$ cat config.mk
export PLATFORM = sky130hd
export DESIGN_NAME = spi_word_bridge_flat
export DESIGN_NICKNAME = d
export VERILOG_FILES = /design/src/rtl/spi_word_bridge_if.sv /design/src/rtl/spi_word_bridge.sv /design/src/flat_wrapper.sv
export SDC_FILE = /design/constraint.sdc
export NUM_CORES = 1
export LEC_CHECK = 0
export BUFFER_PORTS_ARGS = -buffer_cell sky130_fd_sc_hd__buf_2
export CORE_MARGIN = 2
export CORE_UTILIZATION = 57
export DETAILED_ROUTE_END_ITERATION = 10
export GPL_TIMING_DRIVEN = 1
export PLACE_DENSITY = 0.87
export RECOVER_POWER = 25
export SYNTH_ARGS = -nofsm -noshare
export SYNTH_HDL_FRONTEND = slang
export SYNTH_SLANG_ARGS = --single-unit
$ cat constraint.sdc
create_clock -name clk_i -period 2.5 [get_ports clk_i]
set_clock_uncertainty 0.15 [all_clocks]
set_input_delay 0.125 -clock clk_i [delete_from_list [all_inputs] [get_ports clk_i]]
set_output_delay 0.125 -clock clk_i [all_outputs]
set_load 0.005 [all_outputs]
$ cat src/rtl/spi_word_bridge_if.sv
// Bundles the SPI pins and the Controller-side rx/tx handshake of the SPI word bridge.
interface spi_word_bridge_if #(
   parameter int WORD_SIZE = 16
);
   logic                 sclk;
   logic                 cs_n;
   logic                 mosi;
   logic                 miso;
   logic                 miso_oe;
   logic                 busy;
   logic                 rx_valid;
   logic [WORD_SIZE-1:0] rx_data;
   logic                 tx_valid;
   logic [WORD_SIZE-1:0] tx_data;
   logic                 tx_ready;

   modport slave (
      input  sclk, cs_n, mosi, tx_valid, tx_data,
      output miso, miso_oe, busy, rx_valid, rx_data, tx_ready
   );

   modport master (
      output sclk, cs_n, mosi, tx_valid, tx_data,
      input  miso, miso_oe, busy, rx_valid, rx_data, tx_ready
   );
endinterface

$ cat src/rtl/spi_word_bridge.sv
// SPI mode-0 slave that deserializes MOSI into words for the Controller and
// serializes Controller result words onto MISO, with stretched rx/tx strobes.
module spi_word_bridge #(
   parameter int                   WORD_SIZE       = 16,
   parameter int                   RX_VALID_CYCLES = 4,
   parameter int                   TX_READY_CYCLES = 4,
   parameter logic [WORD_SIZE-1:0] TX_IDLE_WORD    = '0
) (
   input logic              clk_i,
   input logic              rst_i,
   spi_word_bridge_if.slave bus
);
   localparam int CNT_W = $clog2(WORD_SIZE);
   localparam int RXC_W = $clog2(RX_VALID_CYCLES + 1);
   localparam int TXC_W = $clog2(TX_READY_CYCLES + 1);
   localparam logic [CNT_W-1:0] LAST_BIT = CNT_W'(WORD_SIZE - 1);
   localparam logic [RXC_W-1:0] RX_LOAD  = RXC_W'(RX_VALID_CYCLES);
   localparam logic [TXC_W-1:0] TX_LOAD  = TXC_W'(TX_READY_CYCLES);

   typedef enum logic {IDLE, SHIFT} bridgeState_t;

   logic [1:0]           sclkSync_q, csnSync_q, mosiSync_q;
   logic                 sclkPrev_q, csnPrev_q;
   bridgeState_t         state_q;
   logic [CNT_W-1:0]     bitCnt_q;
   logic [WORD_SIZE-1:0] txShift_q;
   logic                 txOwned_q;
   logic [WORD_SIZE-2:0] rxShift_q;
   logic [WORD_SIZE-1:0] rxData_q;
   logic [RXC_W-1:0]     rxCnt_q;
   logic                 rxValid_q, rxRearm_q;
   logic [TXC_W-1:0]     txCnt_q;
   logic                 txReady_q, txRearm_q;

   logic sclkS, csnS, mosiS;
   logic sclkRise, sclkFall, csnRise, csnFall, wordDone, txDone;

   assign sclkS    = sclkSync_q[1];
   assign csnS     = csnSync_q[1];
   assign mosiS    = mosiSync_q[1];
   assign sclkRise = sclkS & ~sclkPrev_q;
   assign sclkFall = ~sclkS & sclkPrev_q;
   assign csnRise  = csnS & ~csnPrev_q;
   assign csnFall  = ~csnS & csnPrev_q;
   // A deselect in the same cycle as the last sclk rise cancels the word.
   assign wordDone = (state_q == SHIFT) & ~csnRise & sclkRise & (bitCnt_q == LAST_BIT);
   assign txDone   = wordDone & txOwned_q;

   always_ff @(posedge clk_i or posedge rst_i) begin
      if (rst_i) begin
         sclkSync_q <= 2'b00;
         csnSync_q  <= 2'b11;
         mosiSync_q <= 2'b00;
         sclkPrev_q <= 1'b0;
         csnPrev_q  <= 1'b1;
      end else begin
         sclkSync_q <= {sclkSync_q[0], bus.sclk};
         csnSync_q  <= {csnSync_q[0], bus.cs_n};
         mosiSync_q <= {mosiSync_q[0], bus.mosi};
         sclkPrev_q <= sclkS;
         csnPrev_q  <= csnS;
      end
   end

   // A fall with bitCnt_q == 0 follows a completed word, so it reloads the next tx word.
   always_ff @(posedge clk_i or posedge rst_i) begin
      if (rst_i) begin
         state_q   <= IDLE;
         bitCnt_q  <= '0;
         txShift_q <= '0;
         txOwned_q <= 1'b0;
         rxShift_q <= '0;
         rxData_q  <= '0;
      end else begin
         case (state_q)
            IDLE: begin
               if (csnFall) begin
                  state_q   <= SHIFT;
                  bitCnt_q  <= '0;
                  txShift_q <= bus.tx_valid ? bus.tx_data : TX_IDLE_WORD;
                  txOwned_q <= bus.tx_valid;
               end
            end
            SHIFT: begin
               if (csnRise) begin
                  state_q  <= IDLE;
                  bitCnt_q <= '0;
               end else if (sclkRise) begin
                  rxShift_q <= {rxShift_q[WORD_SIZE-3:0], mosiS};
                  if (bitCnt_q == LAST_BIT) begin
                     bitCnt_q <= '0;
                     rxData_q <= {rxShift_q, mosiS};
                  end else begin
                     bitCnt_q <= bitCnt_q + 1'b1;
                  end
               end else if (sclkFall) begin
                  if (bitCnt_q != '0) begin
                     txShift_q <= {txShift_q[WORD_SIZE-2:0], 1'b0};
                  end else begin
                     txShift_q <= bus.tx_valid ? bus.tx_data : TX_IDLE_WORD;
                     txOwned_q <= bus.tx_valid;
                  end
               end
            end
            default: state_q <= IDLE;
         endcase
      end
   end

   // A word landing mid-pulse drops rx_valid for one cycle so the Controller sees a new edge.
   always_ff @(posedge clk_i or posedge rst_i) begin
      if (rst_i) begin
         rxCnt_q   <= '0;
         rxValid_q <= 1'b0;
         rxRearm_q <= 1'b0;
      end else if (wordDone) begin
         if (rxCnt_q != '0) begin
            rxCnt_q   <= '0;
            rxValid_q <= 1'b0;
            rxRearm_q <= 1'b1;
         end else begin
            rxCnt_q   <= RX_LOAD;
            rxValid_q <= 1'b1;
            rxRearm_q <= 1'b0;
         end
      end else if (rxRearm_q) begin
         rxCnt_q   <= RX_LOAD;
         rxValid_q <= 1'b1;
         rxRearm_q <= 1'b0;
      end else if (rxCnt_q != '0) begin
         rxCnt_q   <= rxCnt_q - 1'b1;
         rxValid_q <= (rxCnt_q > RXC_W'(1));
      end
   end

   always_ff @(posedge clk_i or posedge rst_i) begin
      if (rst_i) begin
         txCnt_q   <= '0;
         txReady_q <= 1'b0;
         txRearm_q <= 1'b0;
      end else if (txDone) begin
         if (txCnt_q != '0) begin
            txCnt_q   <= '0;
            txReady_q <= 1'b0;
            txRearm_q <= 1'b1;
         end else begin
            txCnt_q   <= TX_LOAD;
            txReady_q <= 1'b1;
            txRearm_q <= 1'b0;
         end
      end else if (txRearm_q) begin
         txCnt_q   <= TX_LOAD;
         txReady_q <= 1'b1;
         txRearm_q <= 1'b0;
      end else if (txCnt_q != '0) begin
         txCnt_q   <= txCnt_q - 1'b1;
         txReady_q <= (txCnt_q > TXC_W'(1));
      end
   end

   assign bus.miso     = ~csnS & txShift_q[WORD_SIZE-1];
   assign bus.miso_oe  = ~csnS;
   assign bus.busy     = (state_q == SHIFT);
   assign bus.rx_valid = rxValid_q;
   assign bus.rx_data  = rxData_q;
   assign bus.tx_ready = txReady_q;
endmodule

$ cat src/flat_wrapper.sv
// flat-port wrapper written by rule: the top's interface ports become plain ports
module spi_word_bridge_flat 
#(
   parameter int                   WORD_SIZE       = 16,
   parameter int                   RX_VALID_CYCLES = 4,
   parameter int                   TX_READY_CYCLES = 4,
   parameter logic [WORD_SIZE-1:0] TX_IDLE_WORD    = '0
)
  (clk_i, rst_i, bus_sclk, bus_cs_n, bus_mosi, bus_tx_valid, bus_tx_data, bus_miso, bus_miso_oe, bus_busy, bus_rx_valid, bus_rx_data, bus_tx_ready);
  spi_word_bridge_if #(.WORD_SIZE(WORD_SIZE)) bus_i ();
  input logic clk_i;
  input logic rst_i;
  input wire logic [$bits(bus_i.sclk)-1:0] bus_sclk;
  input wire logic [$bits(bus_i.cs_n)-1:0] bus_cs_n;
  input wire logic [$bits(bus_i.mosi)-1:0] bus_mosi;
  input wire logic [$bits(bus_i.tx_valid)-1:0] bus_tx_valid;
  input wire logic [$bits(bus_i.tx_data)-1:0] bus_tx_data;
  output wire logic [$bits(bus_i.miso)-1:0] bus_miso;
  output wire logic [$bits(bus_i.miso_oe)-1:0] bus_miso_oe;
  output wire logic [$bits(bus_i.busy)-1:0] bus_busy;
  output wire logic [$bits(bus_i.rx_valid)-1:0] bus_rx_valid;
  output wire logic [$bits(bus_i.rx_data)-1:0] bus_rx_data;
  output wire logic [$bits(bus_i.tx_ready)-1:0] bus_tx_ready;
  assign bus_i.sclk = bus_sclk;
  assign bus_i.cs_n = bus_cs_n;
  assign bus_i.mosi = bus_mosi;
  assign bus_i.tx_valid = bus_tx_valid;
  assign bus_i.tx_data = bus_tx_data;
  assign bus_miso = bus_i.miso;
  assign bus_miso_oe = bus_i.miso_oe;
  assign bus_busy = bus_i.busy;
  assign bus_rx_valid = bus_i.rx_valid;
  assign bus_rx_data = bus_i.rx_data;
  assign bus_tx_ready = bus_i.tx_ready;
  spi_word_bridge #(.WORD_SIZE(WORD_SIZE), .RX_VALID_CYCLES(RX_VALID_CYCLES), .TX_READY_CYCLES(TX_READY_CYCLES), .TX_IDLE_WORD(TX_IDLE_WORD)) u_core (.clk_i(clk_i), .rst_i(rst_i), .bus(bus_i));
endmodule
==> results of run 1 <==
## through the flow
stage,hold WS (ns),setup WS (ns),instances,util [%]
floorplan,-0.02052,0.4334,265,-
global placement,0.05596,0.4478,367,64.12
detailed placement,0.06211,0.4342,367,64.12
CTS,0.03509,0.3950,401,71.10
global route,0.05064,0.1231,401,71.07
finish,0.04265,0.2902,401,71.07
## layer usage
layer  vias up  part of all wire (%)
li1       1107                     -
met1      1175                    41
met2       136                    49
met3        31                   7.2
met4         0                   3.3
met5         -                     0
## placed cells by master (no fill, tap or decap), drive strengths merged, types with 3 or more instances in the layout
master	count
o21ai	5
dlygate4sd3	18
o311ai	13
mux2	34
a21oi	16
ha	8
nor2	4
nand2	8
clkbuf	10
and2	3
buf	48
a211oi	5
nor3	4
mux2i	4
inv	16
nand2b	3
dfrtp	68
nand3	19
a41oi	13
dfstp	3
## worst max-delay path: stages, from the launching register on
cell and delay (ns):
dfrtp_1 0.42, inv_1 0.07, ha_1 0.13, inv_1 0.18, o31ai_4 0.62, nand3_1 0.23
a41oi_1 0.30
## final timing paths
kind,end,cells past startpoint,from
min reg2reg,u_core.csnSync_q[1],0,u_core.csnSync_q[0]
max reg2reg,u_core.txShift_q[2],6,u_core.bitCnt_q[0]
min in group asynchronous,u_core.txShift_q[10],3,rst_i
max in group asynchronous,u_core.csnSync_q[0],4,rst_i
max,u_core.txShift_q[2],6,u_core.bitCnt_q[0]
min,u_core.txShift_q[14],4,bus_tx_data[14]
## power breakdown
group | internal (mW) | switching, mW
logic | 0.197 | 0.220
registers | 1.30 | 0.116
clock network | 0.473 | 0.477
total | 1.97 | 0.813
## final cells by class
class,count,area share [%]
clock buffer,9,3.165
tap,72,2.302
timing repair buffer,67,11.92
inverter,13,1.247
multi-input combinational,162,33.82
clock inverter,7,2.046
sequential,71,45.49
## kinds of logic after synthesis
group	after synthesis	share of synthesized area, %
multiplexers	38	13.00
flip-flops	71	54.73
AND/OR/NAND/NOR	53	9.539
adder cells (fa/ha/maj)	9	3.385
AO/OA/AOI/OAI	60	14.23
buffers and inverters	32	4.577
XOR/XNOR	2	0.5386
## state kept, by name, summed over array words and instances (netlist names)
name and cells:
u_core.bitCnt_q 4, u_core.bus.busy 1, u_core.bus.rx_data 16, u_core.bus.rx_valid 1
u_core.bus.tx_ready 1, u_core.csnPrev_q 1, u_core.csnSync_q 2, u_core.mosiSync_q 2
u_core.rxCnt_q 3, u_core.rxRearm_q 1, u_core.rxShift_q 15, u_core.sclkPrev_q 1
u_core.sclkSync_q 2, u_core.txCnt_q 3, u_core.txOwned_q 1, u_core.txRearm_q 1
u_core.txShift_q 16
## what timing repair did
action | CTS | global route
hold endpoints to repair | 41 | 0
hold buffers | 18 | 0
endpoints found under the setup margin | 0 | 0
==> impl_metrics.env, run 1 <==
export IMPL_cts_root_buf="clkbuf_8"
export IMPL_min_period_ns=2.210
export IMPL_slew_viol_final=0
export IMPL_tns_ns=0
export IMPL_fmax_ghz=0.4525
export IMPL_drc=0
export IMPL_clk_path_buf_depth=2
export IMPL_grt_util_met1_pct=32.03
export IMPL_ys_seq_area_share_pct=54.73
export IMPL_detail_route_wl_per_cell_um=17.52
export IMPL_die_h_um=79.55
export IMPL_met3_usage_pct=4.977
export IMPL_n_fill_cell=358
export IMPL_netlist_instances=265
export IMPL_synthFlopType="dfrtp_1"
export IMPL_dp_hpwl_mm=4.035
export IMPL_multiInputGateArea_um2=1324
export IMPL_nNetsFinal=354
export IMPL_rsz0062_at_grt="false"
export IMPL_syn2layout_area_growth_pct=20.31
export IMPL_p_leak_nw=1.896
export IMPL_synthArstFlopShare_pct=100.0
export IMPL_synth_top_cell_area_share_pct=52.31
export IMPL_tightest_slew_ns=1.024
export IMPL_grt_busiest_layer="met2"
export IMPL_ant_nets=0
export IMPL_clock_latency_ns=0.35
export IMPL_synth_seq_cells=71
export IMPL_postCtsSetupRepairBufs=0
export IMPL_crit_arrival_ns=2.31
export IMPL_status="finished clean"
export IMPL_path_clk_slew_ns=0.08
export IMPL_cts_tree="built"
export IMPL_cts_resized=0
export IMPL_dieArea_um2=6327
export IMPL_drt_iter0_drc=264
export IMPL_die_w_um=79.55
export IMPL_netlist_area_um2=3253
export IMPL_end_kind="flip-flop"
export IMPL_relSlewSlack_pct=31.65
export IMPL_first_pass_iters=5
export IMPL_synth_edf_count=0
export IMPL_worst_ir_drop_vdd_uv=539.8
export IMPL_start_util_pct=59.08
export IMPL_grt_pass1_wl_mm=11.66
export IMPL_power_mw=2.778
export IMPL_cts_made_buffers=9
export IMPL_grt_overflow=0
export IMPL_synth_cell_types=46
export IMPL_grt_max_degree=48
export IMPL_path_class="reg2reg"
export IMPL_cp_start_kind="flip-flop"
export IMPL_final_area_um2=3914
export IMPL_r2r_setup_slack_ns=0.29
export IMPL_avgSynthCellArea_um2=12.28
export IMPL_met2_usage_pct=38.66
export IMPL_min_path_type="in2reg"
export IMPL_ys_warn_count=0
export IMPL_drive_gt1_share_pct=29.79
export IMPL_num_rows=27
export IMPL_placed_area_um2=3531
export IMPL_vias=2449
export IMPL_synth_largest_area_cell="dfrtp_1"
export IMPL_worstPathMaxFanout=14
export IMPL_grt_pass1_vias=2368
export IMPL_ff_latch_area_um2=1780
export IMPL_power_density_nw_per_um2=709.9
export IMPL_coreArea_um2=5507
export IMPL_n_antenna_cell=0
export IMPL_yosysMostFrequentCell="dfrtp_1"
export IMPL_grt_util_all_layers_pct=24.58
export IMPL_io_buffers=42
export IMPL_yosys_top_cells_area="dfrtp_1 (52%), mux2_2 (8.3%), a41oi_1 (3.5%), o311ai_0 (3.5%), mux2_1 (3.5%)"
export IMPL_cap_violations=0
export IMPL_totalWireLength_mm=7.027
export IMPL_boundaryPins=43
export IMPL_gp_congestion=0.8272
export IMPL_cp_required_ns=2.60
export IMPL_drt_vias_per_instance=6.107
export IMPL_clkSinkCount=71
export IMPL_finalCritPeriodShare_pct=88.39
export IMPL_antenna_found_initial=0
export IMPL_h_tree_depth=3
export IMPL_finalSetupViolCount=0
export IMPL_synth_top_cells_by_count="dfrtp_1 (68), mux2_2 (24), nand3_1 (19)"
export IMPL_syn_nets=295
export IMPL_hold_viol=0
No activity file was read; power rests on OpenSTA's default activity.
==> run 2, diff against run 1 <==
Settings changed: BUFFER_PORTS_ARGS -buffer_cell sky130_fd_sc_hd__buf_2 to -buffer_cell sky130_fd_sc_hd__clkbuf_2, REMOVE_ABC_BUFFERS set to 1.
==> run 2 against run 1 <==
Compared with the run above:
- fmax is 4.6% higher
- utilization shrank 0.39 points
- total power fell by 1.2%
- count of clock-buffer cells in the layout unchanged
- combinational power down 4%
- flip-flop and latch count unchanged
- final cell count fell by 0.25%
- register-to-register slack improved by 0.098 ns
- worst setup slack improved by 0.098 ns
==> impl_metrics.env, run 2 (same netlist as run 1, synthesis figures left out) <==
export IMPL_power_internal_mw=1.962
export IMPL_path_class="reg2reg"
export IMPL_p_leak_nw=1.878
export IMPL_drive_gt1_share_pct=30.18
export IMPL_gp_congestion=0.8373
export IMPL_clk_path_buf_depth=2
export IMPL_hold_viol=0
export IMPL_cts_tree="built"
export IMPL_p_sw_share_pct=28.56
export IMPL_finalSetupViolCount=0
export IMPL_h_tree_depth=3
export IMPL_totalWireLength_mm=6.516
export IMPL_cpMaxStageDelayCell="dfrtp_1"
export IMPL_power_density_nw_per_um2=705.4
export IMPL_grt_util_all_layers_pct=23.08
export IMPL_detail_route_wl_per_cell_um=16.29
export IMPL_n_antenna_cell=0
export IMPL_cts_root_buf="clkbuf_8"
export IMPL_worst_ir_drop_vdd_uv=670.3
export IMPL_clkSinkCount=71
export IMPL_rr_worst_depth=7
export IMPL_io_buffers=42
export IMPL_drc=0
export IMPL_min_path_cells=3
export IMPL_clock_latency_ns=0.35
export IMPL_die_h_um=79.55
export IMPL_nNetsFinal=353
export IMPL_path_clk_slew_ns=0.08
export IMPL_cts_resized=0
export IMPL_grt_pass1_vias=2354
export IMPL_final_cell_mix="dfrtp_1 (68), clkbuf_2 (43), mux2_2 (24), nand3_1 (19), dlygate4sd3_1 (17)"
export IMPL_pwr_share_clk_pct=34.1
export IMPL_antenna_found_initial=0
export IMPL_num_rows=27
export IMPL_postCtsSetupRepairBufs=0
export IMPL_relSlewSlack_pct=58.11
export IMPL_first_pass_iters=5
export IMPL_switching_power_mw=0.7842
export IMPL_cp_required_ns=2.61
export IMPL_hold_buffers=17
export IMPL_crit_arrival_ns=2.22
export IMPL_fin_ws_ns=0.3879
export IMPL_min_period_ns=2.112
export IMPL_dieArea_um2=6327
export IMPL_syn2layout_area_growth_pct=19.65
export IMPL_end_kind="flip-flop"
export IMPL_slew_viol_final=0
export IMPL_start_util_pct=59.08
export IMPL_grt_pass1_wl_mm=11.16
export IMPL_path_cells="inv_1 -> ha_1 -> inv_1 -> o31ai_4 -> buf_4 -> nand3_1 -> a41oi_1"
export IMPL_cap_violations=0
export IMPL_grt_max_degree=34
export IMPL_seqPwrFrac_pct=51.3
export IMPL_fmax_ghz=0.4735
export IMPL_crit_top_cell="inv_1"
export IMPL_min_path_type="in2reg"
export IMPL_status="finished clean"
export IMPL_vias=2350
export IMPL_slowest_delay_ns=0.43
export IMPL_dpl_worst_slack_ns=0.4622
export IMPL_cp_start_kind="flip-flop"
export IMPL_worstPathMaxFanout=14
export IMPL_die_w_um=79.55
export IMPL_drt_iter0_drc=185
export IMPL_rsz0062_at_grt="false"
export IMPL_ant_nets=0
export IMPL_grt_overflow=0
export IMPL_comb_power_share_pct=14.6
export IMPL_final_common_cell="dfrtp_1"
export IMPL_drt_vias_per_instance=5.875
export IMPL_boundaryPins=43
export IMPL_coreArea_um2=5507
export IMPL_cts_made_buffers=9
export IMPL_tns_ns=0
export IMPL_dp_hpwl_mm=4.149
export IMPL_tightest_slew_ns=0.6283
export IMPL_finalCritPeriodShare_pct=84.48
-- run 2: critical path, delay by kind of cell (launching register included) --
| family | cells | cell delay, ns |
|---|---|---|
| flip-flops | 1 | 0.43 |
| buffers and inverters | 3 | 0.51 |
| AND/OR/NAND/NOR | 1 | 0.11 |
| adder cells (fa/ha/maj) | 1 | 0.14 |
| AO/OA/AOI/OAI | 2 | 0.67 |
-- run 2: worst paths after layout --
check	from	endpoint	slack (ns)
max	u_core.bitCnt_q[0]	u_core.txShift_q[1]	0.39
min	bus_tx_data[0]	u_core.txShift_q[0]	0.02
max reg2reg	u_core.bitCnt_q[0]	u_core.txShift_q[1]	0.39
min reg2reg	u_core.mosiSync_q[0]	u_core.mosiSync_q[1]	0.20
max in group asynchronous	rst_i	u_core.txShift_q[3]	1.02
min in group asynchronous	rst_i	u_core.bus.rx_data[7]	0.20
-- run 2: routing by layer --
metal / vias up / share of wire (%) / global-route usage [%]
met1: 1151 / 41 / 30.30
met4: 0 / 2.3 / 9.483
li1: 1109 / - / -
met5: - / 0 / 0
met3: 16 / 5.2 / 7.579
met2: 74 / 51 / 35.38
-- run 2: power groups by stage --
stage	combinational (mW)	clock, mW	sequential [mW]
floorplan	0.274	0	1.39
global placement	0.356	0	1.42
detailed placement	0.376	0	1.42
CTS	0.398	0.954	1.40
global route	0.448	1.01	1.43
finish	0.401	0.936	1.41
-- run 2: final cells by class --
| type | instances | area (µm²) |
|---|---|---|
| repair buffers | 66 | 442.9 |
| flip-flops and latches | 71 | 1780 |
| well taps | 72 | 90.09 |
| multi-input cells | 162 | 1324 |
| clock inverters | 7 | 82.58 |
| inverters | 13 | 48.80 |
| fillers | 377 | 1614 |
| clock buffers | 9 | 123.9 |
-- run 2: stage by stage --
step           hold WS (ns)  utilization [%]  instance area, µm²  total power, mW  cells
5_1_grt             0.01948            70.69                3892            2.890    400
3_3_place_gp       -0.07371            63.89                3518            1.772    367
3_5_place_dp       -0.06160            63.89                3518            1.798    367
4_1_cts            0.002846            70.73                3895            2.756    400
2_1_floorplan      -0.02052                -                3153            1.666    246
6_report            0.01892            70.69                3892            2.746    400
